==> src/rtl/mult_div_pkg.sv <==
// Shared types and opcodes for the iterative multiply/divide unit.
package mult_div_pkg;

  typedef enum logic [1:0] {
    MULTU = 2'd0,
    MULT  = 2'd1,
    DIVU  = 2'd2,
    DIV   = 2'd3
  } op_t;

  typedef enum logic [1:0] {
    IDLE = 2'd0,
    RUN  = 2'd1,
    FIX  = 2'd2
  } state_t;

  localparam logic [1:0] OP_MULTU = 2'd0;
  localparam logic [1:0] OP_MULT  = 2'd1;
  localparam logic [1:0] OP_DIVU  = 2'd2;
  localparam logic [1:0] OP_DIV   = 2'd3;

endpackage

==> src/rtl/mult_div_step.sv <==
// One combinational iteration: shift-add (multiply, LSB first) or restoring
// trial-subtract (divide, MSB first) on the (upper, lower) register pair.
module mult_div_step #(
  parameter int WIDTH = 32
) (
  input  logic             is_div,
  input  logic [WIDTH-1:0] operand,
  input  logic [WIDTH-1:0] up_i,
  input  logic [WIDTH-1:0] lw_i,
  output logic [WIDTH-1:0] up_o,
  output logic [WIDTH-1:0] lw_o
);

  logic [WIDTH:0] sum, shifted, diff;

  always_comb begin
    sum     = {1'b0, up_i} + (lw_i[0] ? {1'b0, operand} : {(WIDTH+1){1'b0}});
    shifted = {up_i, lw_i[WIDTH-1]};
    // The top bit of diff is set exactly when the trial subtraction underflows.
    diff    = shifted - {1'b0, operand};
    if (is_div) begin
      if (diff[WIDTH]) begin
        up_o = shifted[WIDTH-1:0];
        lw_o = {lw_i[WIDTH-2:0], 1'b0};
      end else begin
        up_o = diff[WIDTH-1:0];
        lw_o = {lw_i[WIDTH-2:0], 1'b1};
      end
    end else begin
      up_o = sum[WIDTH:1];
      lw_o = {sum[0], lw_i[WIDTH-1:1]};
    end
  end

endmodule

==> src/rtl/mult_div_seq.sv <==
// Iterative MULT/MULTU/DIV/DIVU unit owning HI/LO; STEP_BITS iterations
// per cycle over a shared unsigned-magnitude datapath, signs fixed at the end.
module mult_div_seq
  import mult_div_pkg::*;
#(
  parameter int WIDTH     = 32,
  parameter int STEP_BITS = 1
) (
  input  logic             clk,
  input  logic             rst,
  input  logic             start,
  input  logic [1:0]       op,
  input  logic [WIDTH-1:0] a,
  input  logic [WIDTH-1:0] b,
  input  logic             writeHi,
  input  logic             writeLo,
  input  logic [WIDTH-1:0] wrData,
  output logic             busy,
  output logic             done,
  output logic             divByZero,
  output logic [WIDTH-1:0] hi,
  output logic [WIDTH-1:0] lo
);

  localparam int N  = WIDTH / STEP_BITS;
  localparam int CW = $clog2(N + 1);

  if (WIDTH % STEP_BITS != 0) begin : g_bad_step
    $error("mult_div_seq: STEP_BITS must divide WIDTH");
  end

  state_t           state_q, state_d;
  op_t              op_q, op_d;
  logic [CW-1:0]    cnt_q, cnt_d;
  logic             sa_q, sa_d, sb_q, sb_d, dz_q, dz_d;
  logic [WIDTH-1:0] up_q, up_d, lw_q, lw_d, opd_q, opd_d;
  logic [WIDTH-1:0] hi_q, hi_d, lo_q, lo_d;
  logic             done_q, done_d, div0_q, div0_d;

  logic                          is_div;
  logic [STEP_BITS:0][WIDTH-1:0] ch_up, ch_lw;

  assign is_div   = (op_q == DIVU) || (op_q == DIV);
  assign ch_up[0] = up_q;
  assign ch_lw[0] = lw_q;

  for (genvar i = 0; i < STEP_BITS; i++) begin : g_step
    mult_div_step #(.WIDTH(WIDTH)) u_step (
      .is_div (is_div),
      .operand(opd_q),
      .up_i   (ch_up[i]),
      .lw_i   (ch_lw[i]),
      .up_o   (ch_up[i+1]),
      .lw_o   (ch_lw[i+1])
    );
  end

  logic             in_sa, in_sb, in_dz;
  logic [WIDTH-1:0] mag_a, mag_b;
  logic [2*WIDTH-1:0] prod, prod_fix;

  always_comb begin
    in_sa    = op[0] & a[WIDTH-1];
    in_sb    = op[0] & b[WIDTH-1];
    in_dz    = op[1] && (b == '0);
    mag_a    = in_sa ? -a : a;
    mag_b    = in_sb ? -b : b;
    prod     = {up_q, lw_q};
    prod_fix = (sa_q ^ sb_q) ? -prod : prod;
  end

  always_comb begin
    state_d = state_q;
    op_d    = op_q;
    cnt_d   = cnt_q;
    sa_d    = sa_q;
    sb_d    = sb_q;
    dz_d    = dz_q;
    up_d    = up_q;
    lw_d    = lw_q;
    opd_d   = opd_q;
    hi_d    = hi_q;
    lo_d    = lo_q;
    div0_d  = div0_q;
    done_d  = 1'b0;
    case (state_q)
      IDLE: begin
        if (start) begin
          op_d   = op_t'(op);
          sa_d   = in_sa;
          sb_d   = in_sb;
          dz_d   = in_dz;
          cnt_d  = CW'(N);
          div0_d = 1'b0;
          up_d   = '0;
          // Divide keeps the dividend in the low half; multiply keeps the multiplier there.
          if (op[1]) begin
            lw_d  = in_dz ? a : mag_a;
            opd_d = mag_b;
          end else begin
            lw_d  = mag_b;
            opd_d = mag_a;
          end
          state_d = in_dz ? FIX : RUN;
        end else begin
          if (writeHi) hi_d = wrData;
          if (writeLo) lo_d = wrData;
        end
      end
      RUN: begin
        up_d  = ch_up[STEP_BITS];
        lw_d  = ch_lw[STEP_BITS];
        cnt_d = cnt_q - CW'(1);
        if (cnt_q == CW'(1)) state_d = FIX;
      end
      FIX: begin
        done_d  = 1'b1;
        state_d = IDLE;
        if (dz_q) begin
          hi_d   = lw_q;
          lo_d   = '1;
          div0_d = 1'b1;
        end else if (is_div) begin
          hi_d = sa_q ? -up_q : up_q;
          lo_d = (sa_q ^ sb_q) ? -lw_q : lw_q;
        end else begin
          {hi_d, lo_d} = prod_fix;
        end
      end
      default: state_d = IDLE;
    endcase
  end

  always_ff @(posedge clk) begin
    if (rst) begin
      state_q <= IDLE;
      op_q    <= MULTU;
      cnt_q   <= '0;
      sa_q    <= 1'b0;
      sb_q    <= 1'b0;
      dz_q    <= 1'b0;
      up_q    <= '0;
      lw_q    <= '0;
      opd_q   <= '0;
      hi_q    <= '0;
      lo_q    <= '0;
      done_q  <= 1'b0;
      div0_q  <= 1'b0;
    end else begin
      state_q <= state_d;
      op_q    <= op_d;
      cnt_q   <= cnt_d;
      sa_q    <= sa_d;
      sb_q    <= sb_d;
      dz_q    <= dz_d;
      up_q    <= up_d;
      lw_q    <= lw_d;
      opd_q   <= opd_d;
      hi_q    <= hi_d;
      lo_q    <= lo_d;
      done_q  <= done_d;
      div0_q  <= div0_d;
    end
  end

  assign busy      = (state_q != IDLE);
  assign done      = done_q;
  assign divByZero = div0_q;
  assign hi        = hi_q;
  assign lo        = lo_q;

endmodule
==> config.mk <==
export PLATFORM = sky130hd
export DESIGN_NAME = mult_div_seq
export DESIGN_NICKNAME = d
export VERILOG_FILES = /design/src/rtl/mult_div_pkg.sv /design/src/rtl/mult_div_step.sv /design/src/rtl/mult_div_seq.sv
export SDC_FILE = /design/constraint.sdc
export NUM_CORES = 1
export LEC_CHECK = 0
export CAP_MARGIN = 30
export CORE_MARGIN = 3
export CORE_UTILIZATION = 63
export CTS_CLUSTER_DIAMETER = 150
export DETAILED_ROUTE_END_ITERATION = 6
export PLACE_DENSITY_LB_ADDON = 0.25
export SYNTH_ARGS = -nofsm -noshare
export SYNTH_HDL_FRONTEND = slang
export SYNTH_SLANG_ARGS = --single-unit
==> constraint.sdc <==
create_clock -name clk -period 9.3 [get_ports clk]
set_clock_uncertainty 0.15 [all_clocks]
set_input_delay 2.79 -clock clk [delete_from_list [all_inputs] [get_ports clk]]
set_output_delay 2.79 -clock clk [all_outputs]
set_load 0.02 [all_outputs]
# Word level (Yosys, flattened, before mapping)
# Cells that the tools add are included.
[totals] wordCells=85 in_bits=103 ff_bits=175
[classes] n_reduce_logical=13 n_addsub=8 n_bitwise=3 n_mux=37 eq_ne=11
[ops] op="32-bit 2-to-1 mux" count=21
[ops] op="32-bit one-hot mux with 2 select lines" count=4
[ops] op="32-bit negation" count=4
[ops] op="64-bit 2-to-1 mux" count=1
[ops] op="64-bit negation" count=1
[ops] op="32-bit by 33-bit adder with 33-bit output" count=1
[ops] op="33-bit by 32-bit subtractor with 33-bit output" count=1
[ops] op="32-bit zero test" count=1
[ops] op="2-bit != test, second input constant" count=6
[ops] op="6-bit one-hot mux with 2 select lines" count=1
[ops] op="3-bit AND reduction" count=3
[ops] op="2-bit == test, second input constant" count=3
[ops] op="6-bit by 1-bit == test with 1-bit output, second input constant" count=1
[ops] op="2-bit 2-to-1 mux" count=3
[ops] op="6-bit 2-to-1 mux" count=1
[ops] op="2-bit AND reduction" count=3
[ops] op="2-bit nonzero test" count=3
[ops] op="6-bit by 1-bit subtractor with 6-bit output, second input constant" count=1
[ops] op="1-bit 2-to-1 mux" count=4
[ops] op="2-bit one-hot mux with 2 select lines" count=1
[ops] op="1-bit bitwise AND" count=2
[ops] op="2-bit by 1-bit == test with 1-bit output, second input constant" count=1
[ops] op="2-bit zero test" count=1
[ops] op="1-bit one-hot mux with 2 select lines" count=1
[ops] op="other kinds (3)" count=3

# Longest topological paths before layout
[logic_depth] word_depth=6 mapped_depth=16

# Cells and area by module
# Synthesis repeated with hierarchy kept, for this count alone.
[unflattened] cells_unflattened=2126 area_unflattened_um2=15473.6
[modules_own_cells] mod="mult_div_seq" instances=1 seq_area_each_um2=3483.3 area_per_inst_um2=10882.9 cells_per_inst=1463
[modules_own_cells] mod="mult_div_step" instances=1 seq_area_each_um2=0.0 area_per_inst_um2=4590.7 cells_per_inst=663

# Worst setup path after synthesis
# Ideal clock, no wire load.
[synth_timing] path_kind="input-to-reg" start="input port a[7]" end="register opd_q[22]" path_stages=11 path_slack_ns=3.730 arrival_time_ns=5.292 path_buffers=1 cell_sequence="clkbuf_1 -> or3_1 -> or4_1 -> or3_1 -> or4_1 -> o31ai_2 -> xor2_1 -> nor2_1 -> a21oi_1 -> o21ai_0 -> nor2b_1"
[synth_via] elab_chain_cells=3
[synth_rtl] element="from (decl)" line="mult_div_seq.sv:13" source="input logic [WIDTH-1:0] a,"
[synth_rtl] element="32-bit negation" line="mult_div_seq.sv:66" source="mag_a = in_sa ? -a : a;"
[synth_rtl] element="32-bit 2-to-1 mux" line="mult_div_seq.sv:66"
[synth_rtl] element="32-bit 2-to-1 mux" line="mult_div_seq.sv:97" source="if (op[1]) begin"
[synth_rtl] element="to (signal assigned)" line="mult_div_seq.sv:158" source="opd_q <= opd_d;"
[synth_rtl] element="to (decl)" line="mult_div_seq.sv:36" source="logic [WIDTH-1:0] up_q, up_d, lw_q, lw_d, opd_q, opd_d;"
# No other way between the ends.
# A chain may end at the register's enable or synchronous reset.

# Worst setup path after layout
[layout_timing] start="input port b[21]" end="register lw_q[13]"
[layout_via] elab_chain_cells=6
[layout_rtl] element="from (decl)" line="mult_div_seq.sv:14" source="input logic [WIDTH-1:0] b,"
[layout_rtl] element="32-bit zero test" line="mult_div_seq.sv:65" source="in_dz = op[1] && (b == '0);"
[layout_rtl] element="1-bit logical AND" line="mult_div_seq.sv:65"
[layout_rtl] element="32-bit 2-to-1 mux" line="mult_div_seq.sv:98" source="lw_d = in_dz ? a : mag_a;"
[layout_rtl] element="32-bit 2-to-1 mux" line="mult_div_seq.sv:97"
[layout_rtl] element="32-bit 2-to-1 mux" line="mult_div_seq.sv:88" source="if (start) begin"
[layout_rtl] element="32-bit one-hot mux with 2 select lines" line="mult_div_seq.sv:86" source="case (state_q)"
[layout_rtl] element="to (signal assigned)" line="mult_div_seq.sv:157" source="lw_q <= lw_d;"
[layout_rtl] element="to (decl)" line="mult_div_seq.sv:36"
# No other way between the ends. The select of a mux whose other input is x is not followed.

==> metrics.md <==
| Metric | Value |
|---|---|
| Total CTS buffers | 17 |
| Post-Syn Instances | 2106 |
| Starting density of the core | between 60 and 70% |
| Startpoint-to-endpoint class of the critical path | input port to flip-flop |
| Number of max-capacitance violations reported | 0 |
| Max-slew headroom | between 20% and 30% |
| Port Buffers | 169 |
| Min cycle time layout | 6.172 ns |
| Synth Cell Area | 15170 um2 |
| Number of sinks handled by clock tree synthesis | 174 |
| Area of the die | 25980 um2 |
| Flop and latch count out of synthesis | 174 |
| Count of boundary I/O pins | 170 |
| First-pass GRT wire length | 87900 um |
| Via count | 17076 |
| Fin nets | 2337 |
| Violated checks | design-rule violations |
| Number of distinct standard cells referenced by the synthesized netlist | 80 |
| Number of gates given a new drive strength after cts | 0 |
| Core region area | ~24000 um2 |
| TritonCTS clock tree | built |
| Critical path data required time | about 9.4 ns |
| Capturing instance or port of the critical path | lw_q[13] |
| RSZ-0062 raised after global routing | false |
| DR vias/cell | 6.847 |
| Count of nets left with antenna violations after detail routing | 0 |
| Maximum number of pins on one net before global-route repair | slightly below 100 |
| Peak VDD IR | between 0.09 and 0.1 mV |
| Final hold vios | 0 |
| Area Overhead vs Synth | 15.44% |
| Final WL | between 50000 and 60000 um |
| Fraction of final layout cells with drive strength greater than 1 | under 10% |
| Worst slack at placement | roughly 2.7 ns |
| Worst hold path depth | 2 |
| Internal reg-to-reg setup slack | 4.33 ns |
| Portion of the post-synthesis area used by sequential elements | 22.96% |
| Power Dens Cells | 157.9 nW/um2 |
| R2R cell count | 13 |
| Post-synth top flop | sky130_fd_sc_hd__dfxtp_1 |
| Number of violations reported at the end of detailed-routing iteration 0 | 2421 |
| Status | finished with violations |
| Crit path capture type | flip-flop |
| Leakage power total | 6.799 nW |
| Routability-driven placement congestion ratio | 1.018 |
| Fraction of the cycle the final worst path needs | approximately two thirds |
| Number of endpoints failing setup at the final stage | 0 |
| Clock transition at the registers of the reported paths | 0.08 ns |
| Number of global-route vias before repair | 15874 |
| Iteration count of the initial detailed-routing pass | 7 |
| Worst hold margin | 0.3093 ns |
| Die outline height | roughly 160 um |
| Crit path from | b[21] |
| Worst path setup slack after routing | 3.128 ns |
| Post-CTS setup repair buffer count | 0 |
| Number of core rows | 56 |
| Drt wl/cell | 22.70 um |
| Number of remaining DRC errors | 15 |
| Fraction of registers with async set/reset | 0% |
| Antenna diode count | 0 |
| Number of antenna violations at the first check in global routing | 0 |
| Largest fanout on the critical path | 25 |
| Avg Inst Size Synth | 7.203 um2 |
| Yosys Warn Count | 0 |
| Reg2reg end | up_q[17] |
| Peak Freq | 162.0 MHz |
| Arrival time of the worst setup path | 6.31 ns |
| Root buffer selected by CTS | sky130_fd_sc_hd__clkbuf_16 |
| Count of pins over their slew limit | 0 |
| Critical R2R Launch | lw_q[31] |
| H-tree Lvls | 4 |
| Utilization after layout | 74.38% |
| All-layer global routing usage | 42.40% |
| Hold crit path type | flip-flop to flip-flop |
| Slew at the pin closest to its max-slew limit | 1.059 ns |
| Horizontal extent of the die | 161.2 um |
| Category of the worst setup path launch point | input port |
| EDFF count, synth | 0 |
| Count of hold-fix buffers inserted at cts | 0 |
| Net count after synthesis | roughly 2300 |
| Max clock buf depth | 2 |
| Power, Total | 2.766 mW |
| Setup TNS | 0 ns |
| HPWL after detailed placement | approximately 43000 um |
| Total congestion overflow after global routing | 0 |
| Skew-Pair Late Insertion Delay | 0.46 ns |
sequential cells by signal, indices dropped and copies added, names as in the netlist, 2 cells and up:
| signal | cells |
|---|---|
| hi | 32 |
| lo | 32 |
| lw_q | 32 |
| opd_q | 32 |
| up_q | 32 |
| cnt_q | 6 |
| state_q | 2 |
how the worst min path moves through the flow:
stage / from / to / slack, ns
2_1_floorplan: opd_q[17] / opd_q[17] / 0.28
3_5_place_dp: lo[23] / lo[23] / 0.30
6_report: lo[23] / lo[23] / 0.31
5_1_grt: lo[23] / lo[23] / 0.33
3_3_place_gp: hi[29] / hi[29] / 0.29
4_1_cts: lo[23] / lo[23] / 0.31
synth_stat cells (all sizes together), types with 25 or more instances:
master  instances  area [um2]
mux2i          46       460.4
a21o           32       240.2
nand3          25       130.1
or3            26       167.7
a211oi         40       300.3
a21oi         225        1130
xnor2         106       928.4
o21ai         146       730.7
a311oi         25       219.0
o211ai         31       237.7
inv            69       259.0
nand2         212       795.8
nor2          246       930.9
nor3           43       215.2
clkbuf        134       503.0
xor2           92       805.8
o31ai          28       215.2
a31oi          25       156.4
ha             70       875.8
dfxtp         174        3483
a22oi          27       202.7
power breakdown:
group,internal [mW],switching [mW],total (mW)
clock,0.395,0.382,0.776
combinational,0.413,0.648,1.06
sequential,0.815,0.114,0.928
total,1.62,1.14,2.77
layer usage:
metal	track usage [%]	share of wire, %
met5	0	0
met4	24.79	6.7
met3	9.874	13
met2	62.91	41
met1	56.38	39
per-stage QoR:
step / cells / instance area, um2
CTS: 2494 / 17510
global route: 2494 / 17510
detailed placement: 2462 / 16890
global placement: 2461 / 16870
finish: 2494 / 17510
floorplan: 2106 / 15170
critical path: stages:
cell and delay (ns):
sky130_fd_sc_hd__clkdlybuf4s50_1 0.50, sky130_fd_sc_hd__or4_4 0.59, sky130_fd_sc_hd__or3_4 0.37, sky130_fd_sc_hd__or4b_4 0.51
sky130_fd_sc_hd__nor4_4 0.21, sky130_fd_sc_hd__buf_4 0.35, sky130_fd_sc_hd__nand2b_1 0.28, sky130_fd_sc_hd__nor2_1 0.10
sky130_fd_sc_hd__xnor2_1 0.16, sky130_fd_sc_hd__a21oi_1 0.10, sky130_fd_sc_hd__a211oi_1 0.28, sky130_fd_sc_hd__a211oi_1 0.08
cells by family (layout without fill, tap and decap cells):
| kind of cell | count (synthesis) | after routing | synth area share (%) |
|---|---|---|---|
| flops | 174 | 174 | 22.96 |
| compound gates | 693 | 693 | 29.13 |
| simple gates | 691 | 691 | 21.16 |
| xor+xnor | 198 | 198 | 11.43 |
| mux | 54 | 54 | 3.629 |
| fa+ha+maj | 72 | 72 | 6.038 |
| buf+inv | 224 | 293 | 5.642 |
layout make-up:
type | count | area [um2]
well taps | 319 | 399.1
fillers | 1877 | 6031
clock inverters | 14 | 182.7
inverters | 69 | 259.0
multi-input cells | 1708 | 10880
clock buffers | 18 | 439.2
flip-flops and latches | 174 | 3485
repair buffers | 192 | 1869
cells in the final DEF, fill, tap and decap left out, drive strengths merged, types with 28 or more instances in the layout:
cell type,count
nor2,246
a21o,32
inv,75
nor3,43
xor2,92
mux2i,46
dfxtp,174
xnor2,106
o21ai,146
o211ai,31
nand2,212
o31ai,28
a211oi,40
a21oi,225
clkdlybuf4s50,167
ha,70
Power figures use the tool's default switching activity.
